--- config.mk ---
export PLATFORM = sky130hd
export DESIGN_NAME = cp0_reg_flat
export DESIGN_NICKNAME = d
export VERILOG_FILES = /design/src/rtl/cp0_reg_if.sv /design/src/rtl/cp0_reg.sv /design/src/flat_wrapper.sv
export SDC_FILE = /design/constraint.sdc
export NUM_CORES = 1
export LEC_CHECK = 0
export ABC_AREA = 1
export ABC_CLOCK_PERIOD_IN_PS = 3280
export CAP_MARGIN = 20
export CORE_AREA = 2 2 145 147
export DETAILED_ROUTE_END_ITERATION = 16
export DIE_AREA = 0 0 147 149
export PLACE_DENSITY = 0.76
export SYNTH_ARGS = -nofsm -noshare
export SYNTH_HDL_FRONTEND = slang
export SYNTH_SLANG_ARGS = --single-unit
export TNS_END_PERCENT = 30
--- constraint.sdc ---
create_clock -name clk -period 3.28 [get_ports clk]
set_input_delay 0.656 -clock clk [delete_from_list [all_inputs] [get_ports clk]]
set_output_delay 0.656 -clock clk [all_outputs]
set_load 0.02 [all_outputs]
--- src/rtl/cp0_reg_if.sv ---
// CP0 register-file access port: WB-stage write (we/addr/data) and execute-stage read (addr/data).
// The master drives the pipeline side, the slave is the register file.
interface cp0_reg_if;
    logic        we_i;
    logic [4:0]  waddr_i;
    logic [31:0] wdata_i;
    logic [4:0]  raddr_i;
    logic [31:0] data_o;

    modport master (output we_i, output waddr_i, output wdata_i, output raddr_i, input data_o);
    modport slave  (input we_i, input waddr_i, input wdata_i, input raddr_i, output data_o);
endinterface

--- src/rtl/cp0_reg.sv ---
// Coprocessor-0 register file (Count/Compare/Status/Cause/EPC/PRId/Config) with timer interrupt.
// Writes and exception updates land in one cycle; reads are combinational. Timer gated by CP0_TIMER_EN.
module cp0_reg (
    input  logic        clk,
    input  logic        rst,
    cp0_reg_if.slave    bus,
    input  logic [5:0]  int_i,
    input  logic [31:0] excepttype_i,
    input  logic [31:0] current_inst_addr_i,
    input  logic        is_in_delayslot_i,
    output logic [31:0] count_o,
    output logic [31:0] compare_o,
    output logic [31:0] status_o,
    output logic [31:0] cause_o,
    output logic [31:0] epc_o,
    output logic [31:0] config_o,
    output logic [31:0] prid_o,
    output logic        timer_int_o
);
    localparam logic [4:0]  ADDR_COUNT   = 5'd9;
    localparam logic [4:0]  ADDR_COMPARE = 5'd11;
    localparam logic [4:0]  ADDR_STATUS  = 5'd12;
    localparam logic [4:0]  ADDR_CAUSE   = 5'd13;
    localparam logic [4:0]  ADDR_EPC     = 5'd14;
    localparam logic [4:0]  ADDR_PRID    = 5'd15;
    localparam logic [4:0]  ADDR_CONFIG  = 5'd16;
    localparam logic [31:0] STATUS_RST   = 32'h1000_0000;
    localparam logic [31:0] CONFIG_VAL   = 32'h0000_8000;
    localparam logic [31:0] PRID_VAL     = 32'h004C_0102;
    localparam logic [31:0] CAUSE_WMASK  = 32'h00C0_0300;
    localparam int          EXL          = 1;
    localparam int          BD           = 31;

    logic [31:0] status_q, status_d, cause_q, cause_d, epc_q, epc_d;
    logic [31:0] count_w, compare_w;
    logic        timer_w;
    logic [31:0] rdata;
    logic        exc_take;
    logic [4:0]  exc_code;

`ifdef CP0_TIMER_EN
    logic [31:0] count_q, count_d, compare_q, compare_d;
    logic        timer_q, timer_d;

    // Match is evaluated on the pre-write Count; a Compare write always clears the request.
    always_comb begin
        count_d   = count_q + 32'd1;
        compare_d = compare_q;
        timer_d   = timer_q;
        if (compare_q != 32'd0 && count_q == compare_q) timer_d = 1'b1;
        if (bus.we_i && bus.waddr_i == ADDR_COUNT) count_d = bus.wdata_i;
        if (bus.we_i && bus.waddr_i == ADDR_COMPARE) begin
            compare_d = bus.wdata_i;
            timer_d   = 1'b0;
        end
    end

    always_ff @(posedge clk or posedge rst) begin
        if (rst) begin
            count_q   <= '0;
            compare_q <= '0;
            timer_q   <= 1'b0;
        end else begin
            count_q   <= count_d;
            compare_q <= compare_d;
            timer_q   <= timer_d;
        end
    end

    assign count_w   = count_q;
    assign compare_w = compare_q;
    assign timer_w   = timer_q;
`else
    assign count_w   = '0;
    assign compare_w = '0;
    assign timer_w   = 1'b0;
`endif

    always_comb begin
        exc_take = 1'b0;
        exc_code = 5'd0;
        case (excepttype_i)
            32'h0000_0001: exc_take = 1'b1;
            32'h0000_0008, 32'h0000_000A, 32'h0000_000C, 32'h0000_000D: begin
                exc_take = 1'b1;
                exc_code = excepttype_i[4:0];
            end
            default: ;
        endcase
    end

    // Software write first, then interrupt sampling, then exception fields override.
    always_comb begin
        status_d = status_q;
        cause_d  = cause_q;
        epc_d    = epc_q;
        if (bus.we_i) begin
            case (bus.waddr_i)
                ADDR_STATUS: status_d = bus.wdata_i;
                ADDR_CAUSE:  cause_d  = (cause_q & ~CAUSE_WMASK) | (bus.wdata_i & CAUSE_WMASK);
                ADDR_EPC:    epc_d    = bus.wdata_i;
                default: ;
            endcase
        end
        cause_d[15:10] = int_i;
        if (exc_take) begin
            if (!status_q[EXL]) begin
                if (is_in_delayslot_i) begin
                    epc_d       = current_inst_addr_i - 32'd4;
                    cause_d[BD] = 1'b1;
                end else begin
                    epc_d       = current_inst_addr_i;
                    cause_d[BD] = 1'b0;
                end
            end
            status_d[EXL] = 1'b1;
            cause_d[6:2]  = exc_code;
        end else if (excepttype_i == 32'h0000_000E) begin
            status_d[EXL] = 1'b0;
        end
    end

    always_ff @(posedge clk or posedge rst) begin
        if (rst) begin
            status_q <= STATUS_RST;
            cause_q  <= '0;
            epc_q    <= '0;
        end else begin
            status_q <= status_d;
            cause_q  <= cause_d;
            epc_q    <= epc_d;
        end
    end

    always_comb begin
        rdata = '0;
        case (bus.raddr_i)
            ADDR_COUNT:   rdata = count_w;
            ADDR_COMPARE: rdata = compare_w;
            ADDR_STATUS:  rdata = status_q;
            ADDR_CAUSE:   rdata = cause_q;
            ADDR_EPC:     rdata = epc_q;
            ADDR_PRID:    rdata = PRID_VAL;
            ADDR_CONFIG:  rdata = CONFIG_VAL;
            default: ;
        endcase
    end

    assign bus.data_o  = rdata;
    assign count_o     = count_w;
    assign compare_o   = compare_w;
    assign status_o    = status_q;
    assign cause_o     = cause_q;
    assign epc_o       = epc_q;
    assign config_o    = CONFIG_VAL;
    assign prid_o      = PRID_VAL;
    assign timer_int_o = timer_w;
endmodule

--- src/flat_wrapper.sv ---
// flat-port wrapper written by rule: the top's interface ports become plain ports
module cp0_reg_flat 
  (clk, rst, int_i, excepttype_i, current_inst_addr_i, is_in_delayslot_i, count_o, compare_o, status_o, cause_o, epc_o, config_o, prid_o, timer_int_o, bus_we_i, bus_waddr_i, bus_wdata_i, bus_raddr_i, bus_data_o);
  cp0_reg_if bus_i ();
  input  logic clk;
  input  logic rst;
  input  logic [5:0] int_i;
  input  logic [31:0] excepttype_i;
  input  logic [31:0] current_inst_addr_i;
  input  logic is_in_delayslot_i;
  output logic [31:0] count_o;
  output logic [31:0] compare_o;
  output logic [31:0] status_o;
  output logic [31:0] cause_o;
  output logic [31:0] epc_o;
  output logic [31:0] config_o;
  output logic [31:0] prid_o;
  output logic timer_int_o;
  input wire logic [$bits(bus_i.we_i)-1:0] bus_we_i;
  input wire logic [$bits(bus_i.waddr_i)-1:0] bus_waddr_i;
  input wire logic [$bits(bus_i.wdata_i)-1:0] bus_wdata_i;
  input wire logic [$bits(bus_i.raddr_i)-1:0] bus_raddr_i;
  output wire logic [$bits(bus_i.data_o)-1:0] bus_data_o;
  assign bus_i.we_i = bus_we_i;
  assign bus_i.waddr_i = bus_waddr_i;
  assign bus_i.wdata_i = bus_wdata_i;
  assign bus_i.raddr_i = bus_raddr_i;
  assign bus_data_o = bus_i.data_o;
  cp0_reg u_core (.clk(clk), .rst(rst), .bus(bus_i), .int_i(int_i), .excepttype_i(excepttype_i), .current_inst_addr_i(current_inst_addr_i), .is_in_delayslot_i(is_in_delayslot_i), .count_o(count_o), .compare_o(compare_o), .status_o(status_o), .cause_o(cause_o), .epc_o(epc_o), .config_o(config_o), .prid_o(prid_o), .timer_int_o(timer_int_o));
endmodule
==> results.toml <==
[critical_path]
ff2ff_setup_slack_ns = 1.80
cp.required_ns = 2.62
critPathLaunch = "bus_raddr_i[4]"
cpMaxStageDelayCell = "clkdlybuf4s50_1"
worst_path_dominant_cell_family = "buffers and inverters"
cp_cell_sequence = "clkdlybuf4s50_1, buf_4, nor2_1, nand2_1, buf_4, o21ai_0, clkdlybuf4s50_1"
crit_buf_inv = 4
cp-start-kind = "primary input"
crit_path_end_kind = "primary output"
critPathArrivalTime_ns = 2.48
max_stage_delay_ns = 0.63
worstSetupPathType = "primary input to primary output"
reg2reg_from = "u_core.status_o[1]"
crit_fanout = 14

[timing]
fin_crit_sh = 0.9563
fmax_ghz = 0.3188
skew_ns = 0.007033
relSlewSlack = 0.4236
hold_viol_final = 0
finalWorstSetupSlack_ns = 0.1433
rsz0062_at_grt = "false"
final-setup-viol-count = 0
drv_slew = 0
tightest_slew_ns = 0.8637
setup_tns_ns = 0
final.min_clock_period_ns = 3.137

[clock_tree]
cts_tree = "done"
clk_pin_slew_worst_paths_ns = 0.07
clk_path_buf_depth = 2
cts_root_buf = "clkbuf_16"
clock_sinks = 80
cts_buffers = 9
htreeDepth = 3
cts_setup_buffers = 0
insertion_delay_ns = 0.33
cts_hold_buf = 0

[synthesis]
netlist_instances = 864
synth.area.mux_share = 0.01063
synthAdderAreaFrac = 0.002085
synthTopCellsByArea = "dfrtp_1, buf_4, nand2_1, inv_1, o21ai_0"
async_flop_share = 1.000
synth_simple_gate_area_share = 0.2625
ys_ff_latch = 80
synth-edff-count = 0
syn-mean-instance-area_um2 = 6.947
synth-main-ff-cell = "dfrtp_1"
synth_seq_area_share = 0.3338
ys_types = 38
synth_xor_area_frac = 0.02481
synth_compound_area_frac = 0.09548
netlist_area_mm2 = 0.006002
synth_warnings = 0
synth_area_leader_cell = "dfrtp_1"
synth_top_family_by_area = "buffers and inverters"
synth_top_area_frac = 0.3294

[grt]
grt_util_met1 = 0.2212
grt_overflow = 0
grt_max_degree = 50
grt_pass1_vias = 5325
grt_usage = 0.1739
antenna_found_initial = 0
use_met3 = 0.03792
grt_first_pass_wirelength_um = 29300
top_usage_layer = "met2"
use_met2 = 0.3028

[cells_and_area]
mostFrequentLayoutCell = "nand2_1"
mostFrequentLayoutCells = "nand2_1, clkdlybuf4s50_1, conb_1"
antenna_cells = 0
fin_util = 0.4141
drive_above_1_share = 0.04736
area_growth_pct = 41.84
final_nets = 1210
design_area_mm2 = 0.008513

[die]
dieArea_mm2 = 0.02190
die_w_um = 147
rows = 53
start_util = 0.2920
ioPinCount = 373
chipHeight_um = 149
coreArea_mm2 = 0.02056

[job]
cap_violations = 0

[placed_design]
io_buffer_count = 227
preCtsSetupSlack_ns = -0.1472
gp_congestion = 0.8378
placed_area_mm2 = 0.008137
place.detailed.hpwl_um = 16210

[run_status]
status = "finished clean"

[drt]
dr.pass1.iters = 7
drt_wl_total_um = 20010
drc = 0
drt_iter0_markers = 277
dr_total_vias = 5763
ant_nets = 0
avgRoutedWirePerCell_um = 14.57
vias_per_cell = 4.197

[hold_path]
min-delay-start = "u_core.status_o[28]"
hp-class = "flip-flop to flip-flop"

[power]
leakage_uw = 0.004594
peakVddDrop_v = 0.0002074
power_density_mw_per_mm2 = 434.2
==> kinds of logic after synthesis <==
logic type      count (synthesis)
flops                          80
buf+inv                       275
other cells                     2
xor+xnor                       17
mux                             6
compound gates                 98
fa+ha+maj                       1
simple gates                  385
==> state kept, by name, indices dropped and copies added (netlist names) <==
signal	count
u_core.epc_o	32
u_core.status_o	32
u_core.cause_o	16
==> worst reg2reg max path, delay by kind of cell, from the launching register on <==
family                 cells  cell delay (ns)
flip-flops                 1             0.48
AND/OR/NAND/NOR            2             0.29
AO/OA/AOI/OAI              1             0.09
buffers and inverters      2             0.56
==> metrics by stage <==
| stage | total power (uW) | hold WS, ns | instances |
|---|---|---|---|
| floorplan | 2088 | 0.5026 | 1007 |
| global placement | 2593 | 0.4627 | 1357 |
| detailed placement | 2617 | 0.4765 | 1357 |
| CTS | 3738 | 0.4870 | 1373 |
| global route | 3895 | 0.5186 | 1373 |
| finish | 3696 | 0.4850 | 1373 |
==> per-layer routing <==
layer	vias to the layer above	wire [um]
met1	2681	8767
li1	2833	-
met2	232	9617
met5	-	0
met4	0	279
met3	17	1342
==> path summary, 6_finish.rpt <==
kind	to	cells after the start
max in group asynchronous	u_core.epc_o[18]	3
worst min register to register	u_core.status_o[28]	2
worst max-delay path	bus_data_o[19]	7
min in group asynchronous	u_core.status_o[0]	2
worst max register to register	u_core.epc_o[25]	5
worst min-delay path	u_core.status_o[28]	2
==> where the power goes <==
part	internal, uW	total (uW)	switching (uW)
sequential	1160	1290	136
combinational	561	1300	739
clock	675	1100	428
total	2390	3700	1300
==> what timing repair did <==
item	CTS	global route
gates cloned	0	0
setup endpoints to repair	24	22
hold endpoints to repair	0	0
gates resized for setup	10	22
==> layout make-up <==
type                            count  area, um^2
Fill cell                        2096       12040
Multi-Input combinational cell    652        2937
Timing Repair Buffer              243        2499
Sequential cell                    80        2003
Inverter                          107       402.9
Tap cell                          275       344.1
Clock buffer                        9       225.2
Clock inverter                      7       102.6
==> Yosys cell counts (all sizes together) (5+ instances only) <==
master    n
inv     105
xor2     12
clkbuf   12
o21ai    73
nor2     82
nand4    10
nand3    23
dfrtp    79
o22ai     6
xnor2     5
buf     156
o221ai    6
nor3      6
nand2   259
Note: power is estimated with default switching activity, not from simulation.
